`src/rtl/bb_button_reader.sv`:
```
// bb_button_reader: synchronise, debounce and count presses of the active-low breakout-board push-button.
// Latency: btn_level/press rise 2+DEBOUNCE_CYCLES edges after the first low sample of nbtn; release is symmetric.
// Backpressure: none; press/rel are single-cycle strobes and count_clr acts on the next edge.
// Optional auto-repeat of press while held is enabled by defining BB_BTN_REPEAT_EN.
// The release strobe port is named rel because "release" is a reserved word in SystemVerilog.
module bb_button_reader #(
    parameter int DEBOUNCE_CYCLES = 50000,
    parameter int DB_W            = 16,
    parameter int REPEAT_DELAY    = 25000000,
    parameter int REPEAT_PERIOD   = 5000000,
    parameter int RPT_W           = 25
) (
    input  logic       clk,
    input  logic       rst,
    input  logic       nbtn,
    input  logic       count_clr,
    output logic       btn_level,
    output logic       press,
    output logic       rel,
    output logic [7:0] count
);

    // Reject parameter sets the counters cannot represent (repeat reload needs PERIOD <= DELAY).
    if (DEBOUNCE_CYCLES < 1 ||
        longint'(DEBOUNCE_CYCLES) > (longint'(1) << DB_W) ||
        REPEAT_PERIOD < 1 ||
        REPEAT_PERIOD > REPEAT_DELAY ||
        longint'(REPEAT_DELAY) > (longint'(1) << RPT_W)) begin : g_bad_params
        $error("bb_button_reader: illegal parameter combination");
    end

    typedef enum logic [1:0] {
        IDLE         = 2'd0,
        PRESS_WAIT   = 2'd1,
        PRESSED      = 2'd2,
        RELEASE_WAIT = 2'd3
    } state_t;

    localparam logic [DB_W-1:0] DB_LAST = DB_W'(DEBOUNCE_CYCLES - 1);

    state_t          state;
    logic            s1;
    logic            s2;
    logic            act;
    logic [DB_W-1:0] dcnt;
    logic            accept_press;
    logic            rpt_fire;
    logic            fire;

`ifdef BB_BTN_REPEAT_EN
    // After the first repeat the counter is reloaded so that it reaches the
    // same terminal value again after REPEAT_PERIOD cycles.
    localparam logic [RPT_W-1:0] RPT_FIRST  = RPT_W'(REPEAT_DELAY - 1);
    localparam logic [RPT_W-1:0] RPT_RELOAD = RPT_W'(REPEAT_DELAY - REPEAT_PERIOD);

    logic [RPT_W-1:0] rcnt;
`endif

    assign act = ~s2;

    // Two-flop synchroniser; resets to the released (high) level.
    always_ff @(posedge clk) begin
        if (rst) begin
            s1 <= 1'b1;
            s2 <= 1'b1;
        end else begin
            s1 <= nbtn;
            s2 <= s1;
        end
    end

    // Decode this cycle's press strobe: debounced accept or an auto-repeat tick.
    always_comb begin
        accept_press = (state == PRESS_WAIT) && act && (dcnt == DB_LAST);
        rpt_fire     = 1'b0;
`ifdef BB_BTN_REPEAT_EN
        rpt_fire     = (state == PRESSED) && act && (rcnt == RPT_FIRST);
`endif
        fire         = accept_press || rpt_fire;
    end

    // Debounce FSM with registered level, strobes and press counter.
    always_ff @(posedge clk) begin
        if (rst) begin
            state     <= IDLE;
            dcnt      <= '0;
            btn_level <= 1'b0;
            press     <= 1'b0;
            rel       <= 1'b0;
            count     <= '0;
        end else begin
            press <= fire;
            rel   <= 1'b0;

            // A clear coinciding with a press still counts that press.
            if (count_clr) begin
                count <= fire ? 8'd1 : 8'd0;
            end else if (fire) begin
                count <= count + 8'd1;
            end

            case (state)
                IDLE: begin
                    if (act) begin
                        state <= PRESS_WAIT;
                        dcnt  <= '0;
                    end
                end
                PRESS_WAIT: begin
                    if (!act) begin
                        state <= IDLE;
                    end else if (dcnt == DB_LAST) begin
                        state     <= PRESSED;
                        btn_level <= 1'b1;
                    end else begin
                        dcnt <= dcnt + DB_W'(1);
                    end
                end
                PRESSED: begin
                    if (!act) begin
                        state <= RELEASE_WAIT;
                        dcnt  <= '0;
                    end
                end
                RELEASE_WAIT: begin
                    if (act) begin
                        state <= PRESSED;
                    end else if (dcnt == DB_LAST) begin
                        state     <= IDLE;
                        rel       <= 1'b1;
                        btn_level <= 1'b0;
                    end else begin
                        dcnt <= dcnt + DB_W'(1);
                    end
                end
                default: begin
                    state <= IDLE;
                end
            endcase
        end
    end

`ifdef BB_BTN_REPEAT_EN
    // Hold-time counter: runs only while stably pressed, cleared everywhere else,
    // so a bounce back from RELEASE_WAIT restarts the full initial delay.
    always_ff @(posedge clk) begin
        if (rst) begin
            rcnt <= '0;
        end else if ((state == PRESSED) && act) begin
            rcnt <= (rcnt == RPT_FIRST) ? RPT_RELOAD : rcnt + RPT_W'(1);
        end else begin
            rcnt <= '0;
        end
    end
`endif

endmodule

```
`config.mk`:
```
export PLATFORM = sky130hd
export DESIGN_NAME = bb_button_reader
export DESIGN_NICKNAME = d
export VERILOG_FILES = /design/src/rtl/bb_button_reader.sv
export SDC_FILE = /design/constraint.sdc
export NUM_CORES = 1
export LEC_CHECK = 0
export CAP_MARGIN = 30
export CORE_ASPECT_RATIO = 1.5
export CORE_MARGIN = 2
export CORE_UTILIZATION = 46
export CTS_CLUSTER_SIZE = 30
export DETAILED_ROUTE_END_ITERATION = 12
export PLACE_DENSITY = 0.73
export SLEW_MARGIN = 20
export SYNTH_ARGS = -nofsm -noshare
export SYNTH_HDL_FRONTEND = slang
export SYNTH_SLANG_ARGS = --single-unit
```
`constraint.sdc`:
```
create_clock -name clk -period 4.2 [get_ports clk]
set_input_delay 0.63 -clock clk [delete_from_list [all_inputs] [get_ports clk]]
set_output_delay 0.63 -clock clk [all_outputs]
set_load 0.03 [all_outputs]
```
==> results of run 1 <==
synth_stat cells (2+ instances only):
| cell type | n |
|---|---|
| sky130_fd_sc_hd__inv_1 | 3 |
| sky130_fd_sc_hd__nand2_1 | 19 |
| sky130_fd_sc_hd__or2_2 | 4 |
| sky130_fd_sc_hd__o211ai_1 | 2 |
| sky130_fd_sc_hd__buf_2 | 2 |
| sky130_fd_sc_hd__and2_2 | 2 |
| sky130_fd_sc_hd__xor2_1 | 3 |
| sky130_fd_sc_hd__dfxtp_1 | 31 |
| sky130_fd_sc_hd__and3_1 | 2 |
| sky130_fd_sc_hd__or4_1 | 7 |
| sky130_fd_sc_hd__nand4b_1 | 2 |
| sky130_fd_sc_hd__clkbuf_1 | 5 |
| sky130_fd_sc_hd__a21oi_1 | 12 |
| sky130_fd_sc_hd__ha_1 | 2 |
| sky130_fd_sc_hd__mux2_2 | 4 |
| sky130_fd_sc_hd__o21ai_0 | 3 |
| sky130_fd_sc_hd__o32ai_1 | 2 |
| sky130_fd_sc_hd__nand3_1 | 14 |
| sky130_fd_sc_hd__nor3_1 | 6 |
| sky130_fd_sc_hd__nand4_1 | 4 |
| sky130_fd_sc_hd__a22oi_1 | 4 |
| sky130_fd_sc_hd__nor2_1 | 23 |
| sky130_fd_sc_hd__nand2b_1 | 3 |
| sky130_fd_sc_hd__a31oi_1 | 3 |
routing by layer:
metal | share of wire (%) | vias to the layer above
met4 | 2.3 | 0
li1 | - | 722
met1 | 39 | 715
met2 | 53 | 51
met5 | 0 | -
met3 | 5.1 | 7
critical path, delay by kind of cell, from the launching register on:
family / cells / cell delay (ns)
flip-flops: 1 / 0.35
AND/OR/NAND/NOR: 3 / 1.86
AO/OA/AOI/OAI: 2 / 0.36
cell usage in the layout, fill, tap and decap left out, types with 2 or more instances in the layout:
cell type / instances
sky130_fd_sc_hd__nor3_1: 6
sky130_fd_sc_hd__clkbuf_8: 5
sky130_fd_sc_hd__ha_1: 2
sky130_fd_sc_hd__nand4b_1: 2
sky130_fd_sc_hd__dfxtp_1: 31
sky130_fd_sc_hd__inv_1: 3
sky130_fd_sc_hd__clkdlybuf4s50_1: 14
sky130_fd_sc_hd__a31oi_1: 3
sky130_fd_sc_hd__and2_2: 2
sky130_fd_sc_hd__nand2_1: 19
sky130_fd_sc_hd__o211ai_1: 2
sky130_fd_sc_hd__xor2_1: 3
sky130_fd_sc_hd__a22oi_1: 4
sky130_fd_sc_hd__nand2b_1: 3
sky130_fd_sc_hd__and3_1: 2
sky130_fd_sc_hd__nand3_1: 14
sky130_fd_sc_hd__o21ai_0: 3
sky130_fd_sc_hd__nor2_1: 23
sky130_fd_sc_hd__mux2_2: 4
sky130_fd_sc_hd__or2_2: 4
sky130_fd_sc_hd__o32ai_1: 2
sky130_fd_sc_hd__buf_4: 2
sky130_fd_sc_hd__nand4_1: 4
sky130_fd_sc_hd__a21oi_1: 12
sky130_fd_sc_hd__or4_1: 7
sky130_fd_sc_hd__clkbuf_1: 2
registers in the layout (all words and copies together), names as in the netlist, named ones only:
| signal | count |
|---|---|
| count | 8 |
| btn_level | 1 |
| s1 | 1 |
| rel | 1 |
| s2 | 1 |
| press | 1 |
| state | 1 |
| dcnt | 16 |
cells by family after synthesis:
logic type,after synthesis
flops,31
fa+ha+maj,2
simple gates,104
mux,4
xor+xnor,4
compound gates,33
buf+inv,14
power by group:
group	internal [mW]	leakage, nW	switching (mW)
sequential	0.297	0.250	0.00205
combinational	0.0107	0.328	0.0175
clock	0.116	0.0422	0.109
area by class of cell:
cell class,count,area (um^2),share of cell area (%)
multi-input cells,147,913,49.8
flip-flops and latches,31,621,33.8
repair buffers,16,155,8.46
clock buffers,7,76.3,4.16
well taps,42,52.6,2.86
inverters,3,11.3,0.614
clock inverters,1,5.00,0.273
worst paths after layout:
check,to,startpoint,slack [ns],cells after the start
max reg2reg,dcnt[11],dcnt[11],1.52,5
min,s2,s1,0.41,1
min reg2reg,s2,s1,0.41,1
max,dcnt[11],dcnt[11],1.52,5
metrics by stage:
stage / utilization (%) / worst slack, ns / hold slack, ns
after floorplan: - / 2.16 / 0.389
after global placement: 51.8 / 1.59 / 0.392
after detailed placement: 51.8 / 1.55 / 0.394
after CTS: 54.2 / 1.53 / 0.410
after global routing: 54.2 / 1.28 / 0.455
final: 54.2 / 1.52 / 0.410
==> flow_summary.json, run 1 <==
{
  "synthAdderAreaFrac_pct": 1.56,
  "placementRows": 26,
  "worst_ir_drop_vdd_mv": 0.186,
  "use_met2_pct": 35.4,
  "routed_via_density": 6.05,
  "number_of_distinct_library_cells_after_synthesis": 54,
  "detail_route.wirelength_um": 3690,
  "slew_headroom_pct": 40.8,
  "max_freq_mhz": 373,
  "post_synth_and_or_nand_nor_area_fraction_pct": 37.0,
  "syn-mean-instance-area_um2": 8.37,
  "fin_skew_ns": 0.00946,
  "grtUsageMet3_pct": 4.71,
  "global_route.usage.total_pct": 20.2,
  "cts_inserted_buffers": 5,
  "dieHeight_um": 76.4,
  "timing_worst_slew_pin_value_ns": 0.888,
  "synth-compound-area-share_pct": 13.3,
  "layout-area-overhead-vs-synth_pct": 14.1,
  "fin_cells": 247,
  "diodes": 0,
  "busiest_layer": "met2",
  "cell_count_after_synthesis": 192,
  "dieWidth_um": 52.3,
  "synthXorXnorAreaFrac_pct": 2.18,
  "drt_first_iter_violations": 43,
  "maxCapViolCount": 0,
  "ys_async_sr_fraction_pct": 0,
  "grt_antenna_before_repair": 0,
  "io_buffer_count": 14,
  "global_route_wire_length_before_repair_um": 6100,
  "globalRoute.totalOverflow": 0,
  "tritoncts_num_sinks": 31,
  "placedInstanceArea_mm2": 0.00175,
  "cts_repair_resize_count": 0,
  "initial_core_util_pct": 47.5,
  "synth.net_count": 198,
  "routabilityCongestion": 0.779,
  "yosys.area.top_type_share_pct": 38.6,
  "core_area_mm2": 0.00338,
  "clkLatencyLatePin_ns": 0.29,
  "number_of_global_route_vias_before_repair": 1335,
  "die-area_mm2": 0.00399,
  "synth_ff_type": "sky130_fd_sc_hd__dfxtp_1",
  "critical_path.max_fanout": 16,
  "ctsHtreeMaxLevel": 2,
  "synth_enable_flop_cells": 0,
  "largest_family_of_logic_cells_by_synthesized_area": "simple AND/OR/NAND/NOR gates",
  "placed_cells": 239,
  "dp_hpwl_um": 2570,
  "crit_path_end_kind": "flop",
  "yosysSeqAreaShare_pct": 38.6,
  "num-nets-final": 210,
  "crit_chain": "or4_4, nor4_4, or2_0, a21oi_1, o32ai_1",
  "leakagePower_nw": 0.621,
  "post-route-period-util_pct": 63.9,
  "netlist_area_mm2": 0.00161,
  "cts_setup_buffers": 0,
  "antenna_violating_nets_left": 0,
  "cts.reportedPaths.clkPinSlew_ns": 0.06,
  "post_cts_hold_buffer_count": 0,
  "grt_max_degree": 33,
  "cpMaxStageDelayCell": "sky130_fd_sc_hd__or2_0",
  "drive_gt1_share_pct": 12.7,
  "power.density_cell_area_mw_per_mm2": 301,
  "hp-class": "flop to flop",
  "cts.root.buffer_cell": "sky130_fd_sc_hd__clkbuf_8",
  "ys.warnings.count": 0,
  "timing.setup.tns_ns": 0,
  "fin_crit_ns": 2.68,
  "synth-seq-cells": 31,
  "drt_pre_antenna_iters": 4,
  "cts_max_path_buffers": 2,
  "fillers": 332,
  "timing.critical_path.arrival_ns": 2.86,
  "synth.mux.area_fraction_pct": 2.80,
  "report.final.setup_viol": 0,
  "tritoncts": "done",
  "drt_drc": 0,
  "worst_setup_path_start_kind": "flop",
  "timing.final.max_slew_violations": 0,
  "power.total_mw": 0.552,
  "use_met1_pct": 21.4,
  "timing.critical_path.required_ns": 4.38,
  "netlist_top_cells_area": "sky130_fd_sc_hd__dfxtp_1 39%, sky130_fd_sc_hd__nor2_1 5.4%, sky130_fd_sc_hd__nand2_1 4.4%",
  "critPathKind": "flop to flop",
  "outcome": "complete, no violations",
  "num_io_pins": 15,
  "crit_path_max_incr_delay_ns": 0.75,
  "rsz0062_at_grt": "false",
  "routed_wire_length_per_instance_um": 15.0,
  "hold_viol_final": 0,
  "synth_area_leader": "sky130_fd_sc_hd__dfxtp_1",
  "finalInstanceArea_mm2": 0.00183,
  "num_vias": 1495
}
Note: power is estimated with default switching activity, not from simulation.
==> run 2: changes to the inputs <==
==> constraint.sdc (replaced) <==
create_clock -name clk -period 2.6 [get_ports clk]
set_input_delay 0.39 -clock clk [delete_from_list [all_inputs] [get_ports clk]]
set_output_delay 0.39 -clock clk [all_outputs]
set_load 0.03 [all_outputs]
==> flow_summary.json, run 2 (synthesized netlist as in run 1, its figures left out) <==
{
  "power.total_mw": 1.02,
  "drt_drc": 0,
  "hp-class": "flop to flop",
  "number_of_global_route_vias_before_repair": 1298,
  "global_route_wire_length_before_repair_um": 5800,
  "drt_pre_antenna_iters": 4,
  "layout-area-overhead-vs-synth_pct": 16.8,
  "num_vias": 1470,
  "dieHeight_um": 76.4,
  "drt_first_iter_violations": 123,
  "drive_gt1_share_pct": 14.1,
  "leading_cell_type_in_the_layout_fill_and_taps_excluded": "sky130_fd_sc_hd__dfxtp_1",
  "slew_headroom_pct": 53.0,
  "grt_max_degree": 32,
  "timing.final.max_slew_violations": 0,
  "cts_inserted_buffers": 5,
  "antenna_violating_nets_left": 0,
  "detail_route.wirelength_um": 3600,
  "core_area_mm2": 0.00338,
  "outcome": "complete, no violations",
  "cts_repair_resize_count": 0,
  "fin_crit_ns": 2.24,
  "power.density_cell_area_mw_per_mm2": 544,
  "global_route.usage.total_pct": 19.0,
  "preCtsSetupSlack_ns": 0.375,
  "critical_path.max_fanout": 10,
  "layout_common_cells": "31 x sky130_fd_sc_hd__dfxtp_1, 23 x sky130_fd_sc_hd__nor2_1, 19 x sky130_fd_sc_hd__nand2_1, 14 x sky130_fd_sc_hd__nand3_1, 14 x sky130_fd_sc_hd__clkdlybuf4s50_1",
  "routabilityCongestion": 0.849,
  "leakagePower_nw": 0.644,
  "cts_setup_buffers": 0,
  "layout_top_registers": "dcnt: 16 flops, count: 8 flops",
  "initial_core_util_pct": 47.5,
  "largest-register": "dcnt",
  "ctsHtreeMaxLevel": 2,
  "fin_skew_ns": 0.00507,
  "finalHoldWorstSlack_ns": 0.416,
  "max_freq_mhz": 446,
  "grt_antenna_before_repair": 0,
  "post-route-period-util_pct": 86.3,
  "worst_setup_path_start_kind": "flop",
  "cts_max_path_buffers": 2,
  "post-route-worst-setup-slack_ns": 0.356,
  "dieWidth_um": 52.3,
  "placementRows": 26,
  "post_cts_hold_buffer_count": 0,
  "timing.setup.tns_ns": 0,
  "hold_viol_final": 0,
  "report.final.setup_viol": 0,
  "num_io_pins": 15,
  "die-area_mm2": 0.00399,
  "largest_register_ffs": 16,
  "clkLatencyLatePin_ns": 0.28,
  "finalCoreUtilization_pct": 55.5,
  "cts.root.buffer_cell": "sky130_fd_sc_hd__clkbuf_8",
  "dp_hpwl_um": 2510,
  "timing.critical_path.required_ns": 2.83,
  "diodes": 0,
  "globalRoute.totalOverflow": 0,
  "crit_path_end_kind": "flop",
  "worst_ir_drop_vdd_mv": 0.334,
  "rsz0062_at_grt": "false",
  "io_buffer_count": 14,
  "timing_worst_slew_pin_value_ns": 0.703,
  "num-nets-final": 211,
  "routed_via_density": 5.93,
  "timing.critical_path.arrival_ns": 2.47,
  "maxCapViolCount": 0,
  "tritoncts": "done",
  "tritoncts_num_sinks": 31,
  "critPathKind": "flop to flop",
  "cts.reportedPaths.clkPinSlew_ns": 0.07,
  "routed_wire_length_per_instance_um": 14.5
}
-- run 2: cell count changes in the layout (fill, tap and decap cells not counted), sizes merged --
cell,before,now
buf,2,3
bufinv,0,1
clkbuf,7,6
-- run 2: through the flow --
step,area [um^2],cells
2_1_floorplan,1610,192
3_3_place_gp,1760,240
3_5_place_dp,1760,240
4_1_cts,1880,248
5_1_grt,1880,248
6_report,1880,248
-- run 2: metal layers --
metal,global-route usage [%],routed length [um]
met1,20.5,1490
met2,33.7,1910
met3,4.71,132
met4,8.21,61
met5,0,0
-- run 2: path summary, 6_finish.rpt --
kind | startpoint | to | slack, ns | cells past startpoint
setup / recovery | dcnt[11] | count[3] | 0.36 | 5
setup reg to reg | dcnt[11] | count[3] | 0.36 | 5
hold / removal | s1 | s2 | 0.42 | 1
hold reg to reg | s1 | s2 | 0.42 | 1
-- run 2: critical path: stages, from the launching register on --
cell and delay, ns:
sky130_fd_sc_hd__dfxtp_1 0.35, sky130_fd_sc_hd__or4_4 0.56, sky130_fd_sc_hd__nor4_4 0.56, sky130_fd_sc_hd__nand2_4 0.13
sky130_fd_sc_hd__or4_1 0.50, sky130_fd_sc_hd__nand2_1 0.08
-- run 2: power by group --
part | internal, mW | total, mW | switching [mW]
combinational | 0.0180 | 0.0453 | 0.0273
clock | 0.310 | 0.493 | 0.183
sequential | 0.479 | 0.484 | 0.00467
-- run 2: layout make-up --
type,instances,area [um^2]
Clock buffer,6,82.6
Tap cell,42,52.6
Fill cell,310,1510
Sequential cell,31,621
Timing Repair Buffer,17,163
Inverter,3,11.3
Clock inverter,2,35.0
Multi-Input combinational cell,147,913
==> run 3: changes to the inputs <==
--- a/config.mk
+++ b/config.mk
@@ -6,11 +6,13 @@
 export NUM_CORES = 1
 export LEC_CHECK = 0
 export CAP_MARGIN = 30
-export CORE_ASPECT_RATIO = 1.5
+export CORE_ASPECT_RATIO = 1.4
 export CORE_MARGIN = 2
 export CORE_UTILIZATION = 46
 export CTS_CLUSTER_SIZE = 30
 export DETAILED_ROUTE_END_ITERATION = 12
+export GPL_TIMING_DRIVEN = 0
+export HOLD_SLACK_MARGIN = 0.08
 export PLACE_DENSITY = 0.73
 export SLEW_MARGIN = 20
 export SYNTH_ARGS = -nofsm -noshare
==> flow_summary.json, run 3 (synthesized netlist as in run 1, its figures left out) <==
{
  "outcome": "complete, no violations",
  "clkLatencyLatePin_ns": 0.29,
  "post-route-period-util_pct": 89.7,
  "slew_headroom_pct": 54.7,
  "largest-register": "dcnt",
  "maxCapViolCount": 0,
  "initial_core_util_pct": 48.0,
  "layout_top_registers": "dcnt: 16 flops, count: 8 flops",
  "global_route.usage.total_pct": 19.9,
  "cts.reportedPaths.clkPinSlew_ns": 0.07,
  "fillers": 317,
  "drt_first_iter_violations": 58,
  "max_freq_mhz": 429,
  "diodes": 0,
  "globalRoute.totalOverflow": 0,
  "finalInstanceArea_mm2": 0.00192,
  "cts.root.buffer_cell": "sky130_fd_sc_hd__clkbuf_8",
  "hold_viol_final": 0,
  "layout-area-overhead-vs-synth_pct": 19.1,
  "drive_gt1_share_pct": 14.5,
  "power.density_cell_area_mw_per_mm2": 534,
  "worst_hold_path_cells": 1,
  "die-area_mm2": 0.00399,
  "num_vias": 1465,
  "post_cts_hold_buffer_count": 0,
  "crit_path_end_kind": "flop",
  "timing.critical_path.required_ns": 2.81,
  "routabilityCongestion": 0.805,
  "ctsHtreeMaxLevel": 2,
  "report.final.setup_viol": 0,
  "cts_inserted_buffers": 5,
  "routed_wire_length_per_instance_um": 13.7,
  "dieHeight_um": 74.0,
  "finalCoreUtilization_pct": 57.2,
  "fin_crit_ns": 2.33,
  "tritoncts_num_sinks": 31,
  "placementRows": 25,
  "r2r.worst_path.cells": 7,
  "largest_register_ffs": 16,
  "timing_worst_slew_pin_value_ns": 0.677,
  "hp-class": "flop to flop",
  "worst_ir_drop_vdd_mv": 0.381,
  "fin_skew_ns": 0.00692,
  "dieWidth_um": 54.0,
  "worst_setup_path_start_kind": "flop",
  "core_area_mm2": 0.00335,
  "routed_via_density": 5.77,
  "global_route_wire_length_before_repair_um": 5750,
  "num-nets-final": 219,
  "grt_max_degree": 11,
  "placedInstanceArea_mm2": 0.00180,
  "timing.critical_path.arrival_ns": 2.54,
  "critical_path.max_fanout": 10,
  "tritoncts": "done",
  "grt_antenna_before_repair": 0,
  "num_io_pins": 15,
  "layout_common_cells": "31 x sky130_fd_sc_hd__dfxtp_1, 23 x sky130_fd_sc_hd__nor2_1, 19 x sky130_fd_sc_hd__nand2_1, 14 x sky130_fd_sc_hd__nand3_1, 14 x sky130_fd_sc_hd__clkdlybuf4s50_1",
  "timing.setup.tns_ns": 0,
  "cts_max_path_buffers": 2,
  "cts_repair_resize_count": 0,
  "drt_pre_antenna_iters": 4,
  "cts_setup_buffers": 0,
  "critPathKind": "flop to flop",
  "leakagePower_nw": 0.664,
  "antenna_violating_nets_left": 0,
  "leading_cell_type_in_the_layout_fill_and_taps_excluded": "sky130_fd_sc_hd__dfxtp_1",
  "timing.final.max_slew_violations": 0,
  "drt_drc": 0,
  "io_buffer_count": 14,
  "dp_hpwl_um": 2570,
  "rsz0062_at_grt": "false",
  "finalHoldWorstSlack_ns": 0.411,
  "number_of_global_route_vias_before_repair": 1282,
  "detail_route.wirelength_um": 3490
}
run 3: cell count changes in the layout (fill, tap and decap cells not counted):
cell,change
sky130_fd_sc_hd__buf_4,-2
sky130_fd_sc_hd__buf_1,+1
sky130_fd_sc_hd__buf_8,+1
sky130_fd_sc_hd__buf_2,+2
sky130_fd_sc_hd__clkbuf_4,+1
sky130_fd_sc_hd__clkbuf_1,+5
run 3: where the power goes:
group	internal, mW	switching (mW)	leakage, nW	total, mW
clock network	0.310	0.180	0.0612	0.490
logic	0.0199	0.0295	0.353	0.0494
registers	0.480	0.00351	0.250	0.483
run 3: final timing paths:
check           start       to  slack [ns]
min reg2reg        s1       s2        0.41
min                s1       s2        0.41
max reg2reg  dcnt[11]  dcnt[9]        0.27
max          dcnt[11]  dcnt[9]        0.27
run 3: worst max-delay path, stage by stage (launching register included):
cell and delay (ns):
sky130_fd_sc_hd__dfxtp_1 0.37, sky130_fd_sc_hd__or4_4 0.57, sky130_fd_sc_hd__nor4_4 0.60, sky130_fd_sc_hd__or2_0 0.18, sky130_fd_sc_hd__buf_4 0.16, sky130_fd_sc_hd__buf_8 0.14
sky130_fd_sc_hd__nand2_1 0.06, sky130_fd_sc_hd__a31oi_1 0.17
run 3: final cells by class:
cell class	instances	area [um^2]	area share, %
buffer	11	62.6	3.27
clock buffer	6	82.6	4.31
clock inverter	2	35.0	1.83
inverter	3	11.3	0.588
multi-input combinational	147	913	47.7
sequential	31	621	32.4
tap	40	50.0	2.61
timing repair buffer	14	140	7.32
run 3: stage by stage:
step           power (mW)  worst slack (ns)  cells
6_report             1.02             0.268    254
5_1_grt              1.06             0.132    254
4_1_cts              1.04             0.283    254
3_5_place_dp        0.543             0.309    246
3_3_place_gp        0.544             0.327    246
2_1_floorplan       0.524             0.561    192
run 3: routing by layer:
metal	part of all wire [%]	GRT usage, %
met1	42	21.1
met2	52	34.3
met3	4.0	5.82
met4	1.7	10.8
met5	0	0
